### config.mk
export PLATFORM = sky130hd
export DESIGN_NAME = wb_buffered_unit
export DESIGN_NICKNAME = d
export VERILOG_FILES = /design/src/rtl/wb_buffered_unit_pkg.sv /design/src/rtl/wb_buffered_unit_fifo.sv /design/src/rtl/wb_buffered_unit.sv
export SDC_FILE = /design/constraint.sdc
export NUM_CORES = 1
export LEC_CHECK = 0
export ABC_AREA = 1
export CORE_MARGIN = 5
export CORE_UTILIZATION = 45
export CTS_CLUSTER_DIAMETER = 120
export DETAILED_ROUTE_END_ITERATION = 10
export GPL_TIMING_DRIVEN = 0
export PLACE_DENSITY = 0.73
export SLEW_MARGIN = 20
export SYNTH_ARGS = -nofsm -noshare
export SYNTH_HDL_FRONTEND = slang
export SYNTH_SLANG_ARGS = --single-unit
### constraint.sdc
create_clock -name clk -period 6.1 [get_ports clk]
set_input_delay 1.525 -clock clk [delete_from_list [all_inputs] [get_ports clk]]
set_output_delay 1.525 -clock clk [all_outputs]
set_load 0.005 [all_outputs]
### src/rtl/wb_buffered_unit_pkg.sv
// Shared definitions for the write-back stage: datapath widths, ISA opcodes,
// register-file write-mode encodings and the opcode-to-write decoder.
package wb_buffered_unit_pkg;

   localparam int WIDTH        = 32;
   localparam int REG_ADDR_LEN = 5;

   localparam logic [5:0] OP_R_TYPE = 6'h00;
   localparam logic [5:0] OP_JAL    = 6'h03;
   localparam logic [5:0] OP_BEQ    = 6'h04;
   localparam logic [5:0] OP_I_TYPE = 6'h08;
   localparam logic [5:0] OP_JALR   = 6'h09;
   localparam logic [5:0] OP_LH     = 6'h21;
   localparam logic [5:0] OP_LW     = 6'h23;
   localparam logic [5:0] OP_SW     = 6'h2B;
   localparam logic [5:0] OP_LD     = 6'h37;
   localparam logic [5:0] OP_HALT   = 6'h3F;

   localparam logic [1:0] WMODE_WORD = 2'd0;
   localparam logic [1:0] WMODE_HALF = 2'd1;
   localparam logic [1:0] WMODE_BYTE = 2'd2;

   typedef struct packed {
      logic       en;
      logic [1:0] mode;
   } wb_dec_t;

   // Which opcodes write the register file, and at what width.
   function automatic wb_dec_t wb_decode(input logic [5:0] op);
      wb_dec_t d;
      d.en   = 1'b0;
      d.mode = WMODE_WORD;
      case (op)
         OP_LW, OP_R_TYPE, OP_I_TYPE, OP_JAL, OP_JALR: begin
            d.en   = 1'b1;
            d.mode = WMODE_WORD;
         end
         OP_LH, OP_LD: begin
            d.en   = 1'b1;
            d.mode = WMODE_HALF;
         end
         default: begin
            d.en   = 1'b0;
            d.mode = WMODE_WORD;
         end
      endcase
      return d;
   endfunction

endpackage

### src/rtl/wb_buffered_unit_fifo.sv
// wb_write_fifo: DEPTH-entry register-write queue with wrap-bit pointers.
// Optional youngest-match forwarding search under `WB_FWD_EN.
module wb_write_fifo
   import wb_buffered_unit_pkg::*;
#(
   parameter int AW    = 5,
   parameter int DW    = 32,
   parameter int DEPTH = 4
) (
   input  logic          clk,
   input  logic          rst_n,
   input  logic          i_push,
   input  logic [AW-1:0] i_addr,
   input  logic [DW-1:0] i_data,
   input  logic [1:0]    i_mode,
   input  logic          i_pop,
   output logic          o_full,
   output logic          o_empty,
   output logic [AW-1:0] o_addr,
   output logic [DW-1:0] o_data,
   output logic [1:0]    o_mode
`ifdef WB_FWD_EN
   ,
   input  logic [AW-1:0] i_fwd_addr,
   output logic          o_fwd_hit,
   output logic [DW-1:0] o_fwd_data
`endif
);

   localparam int PW = $clog2(DEPTH);

   logic [PW:0]   r_wptr;
   logic [PW:0]   r_rptr;
   logic [AW-1:0] r_addr [DEPTH];
   logic [DW-1:0] r_data [DEPTH];
   logic [1:0]    r_mode [DEPTH];
   logic [AW-1:0] r_last_addr;
   logic [DW-1:0] r_last_data;
   logic [1:0]    r_last_mode;

   logic          w_push;
   logic          w_pop;
   logic [PW-1:0] w_widx;
   logic [PW-1:0] w_ridx;

   assign w_widx  = r_wptr[PW-1:0];
   assign w_ridx  = r_rptr[PW-1:0];
   assign o_empty = (r_wptr == r_rptr);
   assign o_full  = (r_wptr[PW] != r_rptr[PW]) && (w_widx == w_ridx);
   assign w_push  = i_push & ~o_full;
   assign w_pop   = i_pop & ~o_empty;

   // Head entry while occupied; otherwise the last entry that left.
   assign o_addr = o_empty ? r_last_addr : r_addr[w_ridx];
   assign o_data = o_empty ? r_last_data : r_data[w_ridx];
   assign o_mode = o_empty ? r_last_mode : r_mode[w_ridx];

   // Pointer advance; the wrap bit separates full from empty.
   always_ff @(posedge clk or negedge rst_n) begin
      if (!rst_n) begin
         r_wptr <= '0;
         r_rptr <= '0;
      end else begin
         if (w_push) r_wptr <= r_wptr + 1'b1;
         if (w_pop)  r_rptr <= r_rptr + 1'b1;
      end
   end

   // Entry storage; contents are only meaningful between the pointers.
   always_ff @(posedge clk) begin
      if (w_push) begin
         r_addr[w_widx] <= i_addr;
         r_data[w_widx] <= i_data;
         r_mode[w_widx] <= i_mode;
      end
   end

   // Remember the popped entry so outputs hold it once the queue empties.
   always_ff @(posedge clk or negedge rst_n) begin
      if (!rst_n) begin
         r_last_addr <= '0;
         r_last_data <= '0;
         r_last_mode <= WMODE_WORD;
      end else if (w_pop) begin
         r_last_addr <= r_addr[w_ridx];
         r_last_data <= r_data[w_ridx];
         r_last_mode <= r_mode[w_ridx];
      end
   end

`ifdef WB_FWD_EN
   logic [PW:0]   w_count;
   logic [PW-1:0] w_fidx;

   assign w_count = r_wptr - r_rptr;

   // Walk oldest to youngest so the last match found is the youngest.
   always_comb begin
      o_fwd_hit  = 1'b0;
      o_fwd_data = '0;
      w_fidx     = '0;
      for (int i = 0; i < DEPTH; i++) begin
         w_fidx = w_ridx + PW'(i);
         if (((PW+1)'(i) < w_count) && (i_fwd_addr != '0) &&
             (r_addr[w_fidx] == i_fwd_addr)) begin
            o_fwd_hit  = 1'b1;
            o_fwd_data = r_data[w_fidx];
         end
      end
   end
`endif

endmodule

### src/rtl/wb_buffered_unit.sv
// wb_buffered_unit: write-back stage with buffered register-file writes and Halt.
// Define WB_FWD_EN to add the fwd_addr/fwd_hit/fwd_data lookup port.
module wb_buffered_unit
   import wb_buffered_unit_pkg::*;
#(
   parameter int WIDTH        = wb_buffered_unit_pkg::WIDTH,
   parameter int REG_ADDR_LEN = wb_buffered_unit_pkg::REG_ADDR_LEN,
   parameter int DEPTH        = 4,
   parameter int COUNT_W      = 16
) (
   input  logic                    clk,
   input  logic                    rst_n,
   input  logic                    in_valid,
   output logic                    in_ready,
   input  logic [WIDTH-1:0]        IR_in,
   input  logic [WIDTH-3:0]        PC_in,
   input  logic [WIDTH-1:0]        Z_in,
   output logic [REG_ADDR_LEN-1:0] Addr,
   output logic [WIDTH-1:0]        Data,
   output logic [1:0]              w_mode,
   output logic                    wr_en,
   input  logic                    rf_ready,
   output logic                    Halt,
   output logic [COUNT_W-1:0]      retire_cnt
`ifdef WB_FWD_EN
   ,
   input  logic [REG_ADDR_LEN-1:0] fwd_addr,
   output logic                    fwd_hit,
   output logic [WIDTH-1:0]        fwd_data
`endif
);

   typedef enum logic [1:0] {
      RUN    = 2'd0,
      DRAIN  = 2'd1,
      HALTED = 2'd2
   } state_t;

   state_t                  r_state;
   logic                    r_halt;
   logic [COUNT_W-1:0]      r_retire;

   logic                    w_transfer;
   logic                    w_push;
   logic                    w_full;
   logic                    w_empty;
   logic [5:0]              w_op;
   logic [REG_ADDR_LEN-1:0] w_rd;
   wb_dec_t                 w_dec;
   logic                    w_unused;

   assign w_op       = IR_in[31:26];
   assign w_rd       = IR_in[21 +: REG_ADDR_LEN];
   assign w_dec      = wb_decode(w_op);
   assign in_ready   = (r_state == RUN) & ~w_full;
   assign w_transfer = in_valid & in_ready;
   assign w_push     = w_transfer & w_dec.en & (w_rd != '0);
   assign wr_en      = ~w_empty;
   assign Halt       = r_halt;
   assign retire_cnt = r_retire;
   assign w_unused   = ^{PC_in, IR_in[20:0]};

   wb_write_fifo #(
      .AW    (REG_ADDR_LEN),
      .DW    (WIDTH),
      .DEPTH (DEPTH)
   ) u_fifo (
      .clk        (clk),
      .rst_n      (rst_n),
      .i_push     (w_push),
      .i_addr     (w_rd),
      .i_data     (Z_in),
      .i_mode     (w_dec.mode),
      .i_pop      (rf_ready),
      .o_full     (w_full),
      .o_empty    (w_empty),
      .o_addr     (Addr),
      .o_data     (Data),
      .o_mode     (w_mode)
`ifdef WB_FWD_EN
      ,
      .i_fwd_addr (fwd_addr),
      .o_fwd_hit  (fwd_hit),
      .o_fwd_data (fwd_data)
`endif
   );

   // Halt sequencing: stop accepting on HALT, halt once older writes drain.
   always_ff @(posedge clk or negedge rst_n) begin
      if (!rst_n) begin
         r_state <= RUN;
         r_halt  <= 1'b0;
      end else begin
         case (r_state)
            RUN: begin
               if (w_transfer && (w_op == OP_HALT)) r_state <= DRAIN;
            end
            DRAIN: begin
               if (w_empty) begin
                  r_state <= HALTED;
                  r_halt  <= 1'b1;
               end
            end
            default: begin
               r_state <= HALTED;
               r_halt  <= 1'b1;
            end
         endcase
      end
   end

   // Count every accepted instruction, writing or not.
   always_ff @(posedge clk or negedge rst_n) begin
      if (!rst_n) r_retire <= '0;
      else if (w_transfer) r_retire <= r_retire + 1'b1;
   end

endmodule

==> flow_metrics.env <==
export IMPL_skew_ns=0.00999
export IMPL_tns_ns=0
export IMPL_postCtsResizedCells=0
export IMPL_cts_reportedPaths_clkPinSlew_ns=0.06
export IMPL_viasPerCell=5.22
export IMPL_synth_cell_types=29
export IMPL_finalInstanceArea_um2=11500
export IMPL_layout_nets=1077
export IMPL_clockRootBuffer="clkbuf_16"
export IMPL_initial_core_util_pct=45.4
export IMPL_mostFrequentLayoutCell="edfxtp_1"
export IMPL_cts_buffer_depth=3
export IMPL_max_freq_ghz=0.225
export IMPL_wl_mm=22.0
export IMPL_yosysSeqAreaShare_pct=67.3
export IMPL_insertion_delay_ns=0.51
export IMPL_die_area_um2=23200
export IMPL_portBuffers=103
export IMPL_r2r_start="u_fifo.r_rptr[0]$_DFFE_PN0P_"
export IMPL_antenna_found_initial=0
export IMPL_grt_pass1_wl_mm=35.3
export IMPL_syn_inst=838
export IMPL_crit_path_max_fanout=10
export IMPL_path_common_cell="o21ai_0"
export IMPL_cts_tree="done"
export IMPL_ios=156
export IMPL_setup_viol=0
export IMPL_seq_area_um2=6140
export IMPL_syn_num_nets=942
export IMPL_drv_slew=0
export IMPL_cp_required_ns=4.58
export IMPL_pre_cts_ws_ns=2.00
export IMPL_grt_max_degree=47
export IMPL_multi_input_area_um2=2510
export IMPL_drt_iter0_drc=459
export IMPL_grt_usage_pct=18.8
export IMPL_gp_congestion=0.859
export IMPL_arrival_ns=2.92
export IMPL_clock_sinks=215
export IMPL_hold_class="reg -> reg"
export IMPL_crit_path_start_kind="flip-flop"
export IMPL_first_pass_iters=5
export IMPL_syn_area_um2=9130
export IMPL_finalCritPeriodShare_pct=72.9
export IMPL_fp_row_count=52
export IMPL_die_w_um=152
export IMPL_end_kind="primary output"
export IMPL_outcome="complete, no violations"
export IMPL_avgSynthCellArea_um2=10.9
export IMPL_synth_seq_cells=215
export IMPL_drv_cap=0
export IMPL_synth_warnings=0
export IMPL_area_growth_pct=25.5
export IMPL_power_mw=5.46
export IMPL_fp_dieH_um=152
export IMPL_hold_violations=0
export IMPL_cts_setup_buffers=0
export IMPL_setup_slack_ns=1.65
export IMPL_htree_levels=1
export IMPL_drt_wirelength_per_cell_um=17.4
export IMPL_critPathSlowestCell="clkdlybuf4s50_1"
export IMPL_grt_overflow_total=0
export IMPL_slew_limit_headroom_pct=48.1
export IMPL_final_cell_mix="edfxtp_1 (152), nand2_1 (144), o21ai_0 (123)"
export IMPL_hold_start="Halt$_DFFE_PN0P_"
export IMPL_power_density_nw_per_um2=477
export IMPL_antenna_cells=0
export IMPL_core_area_um2=20100
export IMPL_rsz0062_at_grt="false"
export IMPL_cpPeakStageDelay_ns=0.58
export IMPL_drive_gt1_share_pct=10.7
export IMPL_p_leak_nw=4.38
export IMPL_drc=0
export IMPL_hpwlAfterDp_mm=14.7
export IMPL_cts_made_buffers=23
export IMPL_path_cells="inv_1 -> buf_2 -> clkbuf_1 -> o21ai_0 -> o22ai_1 -> nand2_1 -> o21ai_0 -> clkdlybuf4s50_1"
export IMPL_crit_buf_inv=4
export IMPL_grt_pass1_vias=6604
export IMPL_holdBufCountCts=0
export IMPL_fill_cells=1656
export IMPL_period_minus_slack_ns=4.45
export IMPL_via_count=6571
export IMPL_worst_setup_path_type="reg -> out"
export IMPL_vdd_drop_max_v=0.000284
export IMPL_startpoint="u_fifo.r_rptr[1]$_DFFE_PN0P_"
export IMPL_antenna_left=0
export IMPL_critPathTopFamily="buffers and inverters"
export IMPL_placed_cell_area_um2=10700
export IMPL_tightest_slew_ns=0.776
## where the power goes
| part | internal (mW) | total (mW) | switching [mW] |
|---|---|---|---|
| logic | 0.964 | 2.24 | 1.27 |
| clock network | 0.785 | 1.37 | 0.581 |
| registers | 1.76 | 1.86 | 0.102 |
| total | 3.51 | 5.46 | 1.96 |
## sequential cells by signal, indices dropped and copies added (netlist names)
name	flops
u_fifo.r_data	128
r_state	2
u_fifo.r_last_mode	1
u_fifo.r_wptr	3
u_fifo.r_addr	20
u_fifo.r_rptr	3
u_fifo.r_last_data	32
u_fifo.r_mode	4
Halt	1
u_fifo.r_last_addr	5
retire_cnt	16
## worst paths after layout
path | slack, ns | to | depth (start not counted)
setup / recovery | 1.65 | Data[11] | 8
min in group asynchronous | 0.89 | u_fifo.r_last_addr[2]$_DFFE_PN0P_ | 1
hold / removal | 0.48 | Halt$_DFFE_PN0P_ | 1
max in group asynchronous | 4.68 | u_fifo.r_last_data[26]$_DFFE_PN0P_ | 2
hold reg to reg | 0.48 | Halt$_DFFE_PN0P_ | 1
setup reg to reg | 3.47 | u_fifo.r_data[1][6]$_DFFE_PP_ | 10
## metal layers
metal	vias up	track usage [%]	wire, um
met5	-	0	0
met4	0	4.50	402
met3	38	3.10	1380
met2	227	32.9	11000
met1	3164	24.8	9210
li1	3142	-	-
## kinds of logic after synthesis
kind of cell / share of synthesized area (%)
AO/OA/AOI/OAI: 12.7
XOR/XNOR: 1.15
adder cells (fa/ha/maj): 0.822
buffers and inverters: 5.54
flip-flops: 67.3
other: 0.0411
AND/OR/NAND/NOR: 12.5
## layout make-up
| class | instances | area share (%) |
|---|---|---|
| Sequential cell | 215 | 53.6 |
| Multi-Input combinational cell | 505 | 21.9 |
| Timing Repair Buffer | 110 | 10.7 |
| Clock buffer | 26 | 5.12 |
| Tap cell | 270 | 2.95 |
| Inverter | 74 | 2.42 |
| Buffer | 44 | 1.99 |
| Clock inverter | 16 | 1.35 |
## synth_stat cells
master    instances  share of area, %
edfxtp_1        152                50
nand2_1         144               5.9
o21ai_0         123               6.7
nor2_1          102               4.2
inv_1            71               2.9
dfrtp_1          63                17
o22ai_1          38               2.6
o21ai_2          20               1.9
o21ai_1          19               1.0
buf_2            18              0.99
clkbuf_1         18              0.74
nand3_1          17              0.93
xor2_1            7              0.67
ha_1              6              0.82
nand4_1           5              0.34
xnor2_1           5              0.48
buf_6             4              0.49
nor3_1            4              0.22
o21bai_1          4              0.33
inv_2             3              0.12
nand2_2           3              0.21
buf_4             2              0.16
clkbuf_2          2              0.11
nand3_2           2              0.22
nand3b_1          2              0.16
a21oi_1           1             0.055
conb_1            1             0.041
nand3_4           1              0.19
nor2_4            1              0.12
## through the flow
stage / cells / utilization (%) / hold slack [ns]
after detailed placement: 1218 / 53.3 / 0.469
after global placement: 1211 / 52.2 / 0.465
final: 1260 / 57.0 / 0.477
after floorplan: 838 / - / 0.463
after global routing: 1260 / 57.0 / 0.500
after CTS: 1260 / 57.0 / 0.483
Note: power is estimated with default switching activity, not from simulation.
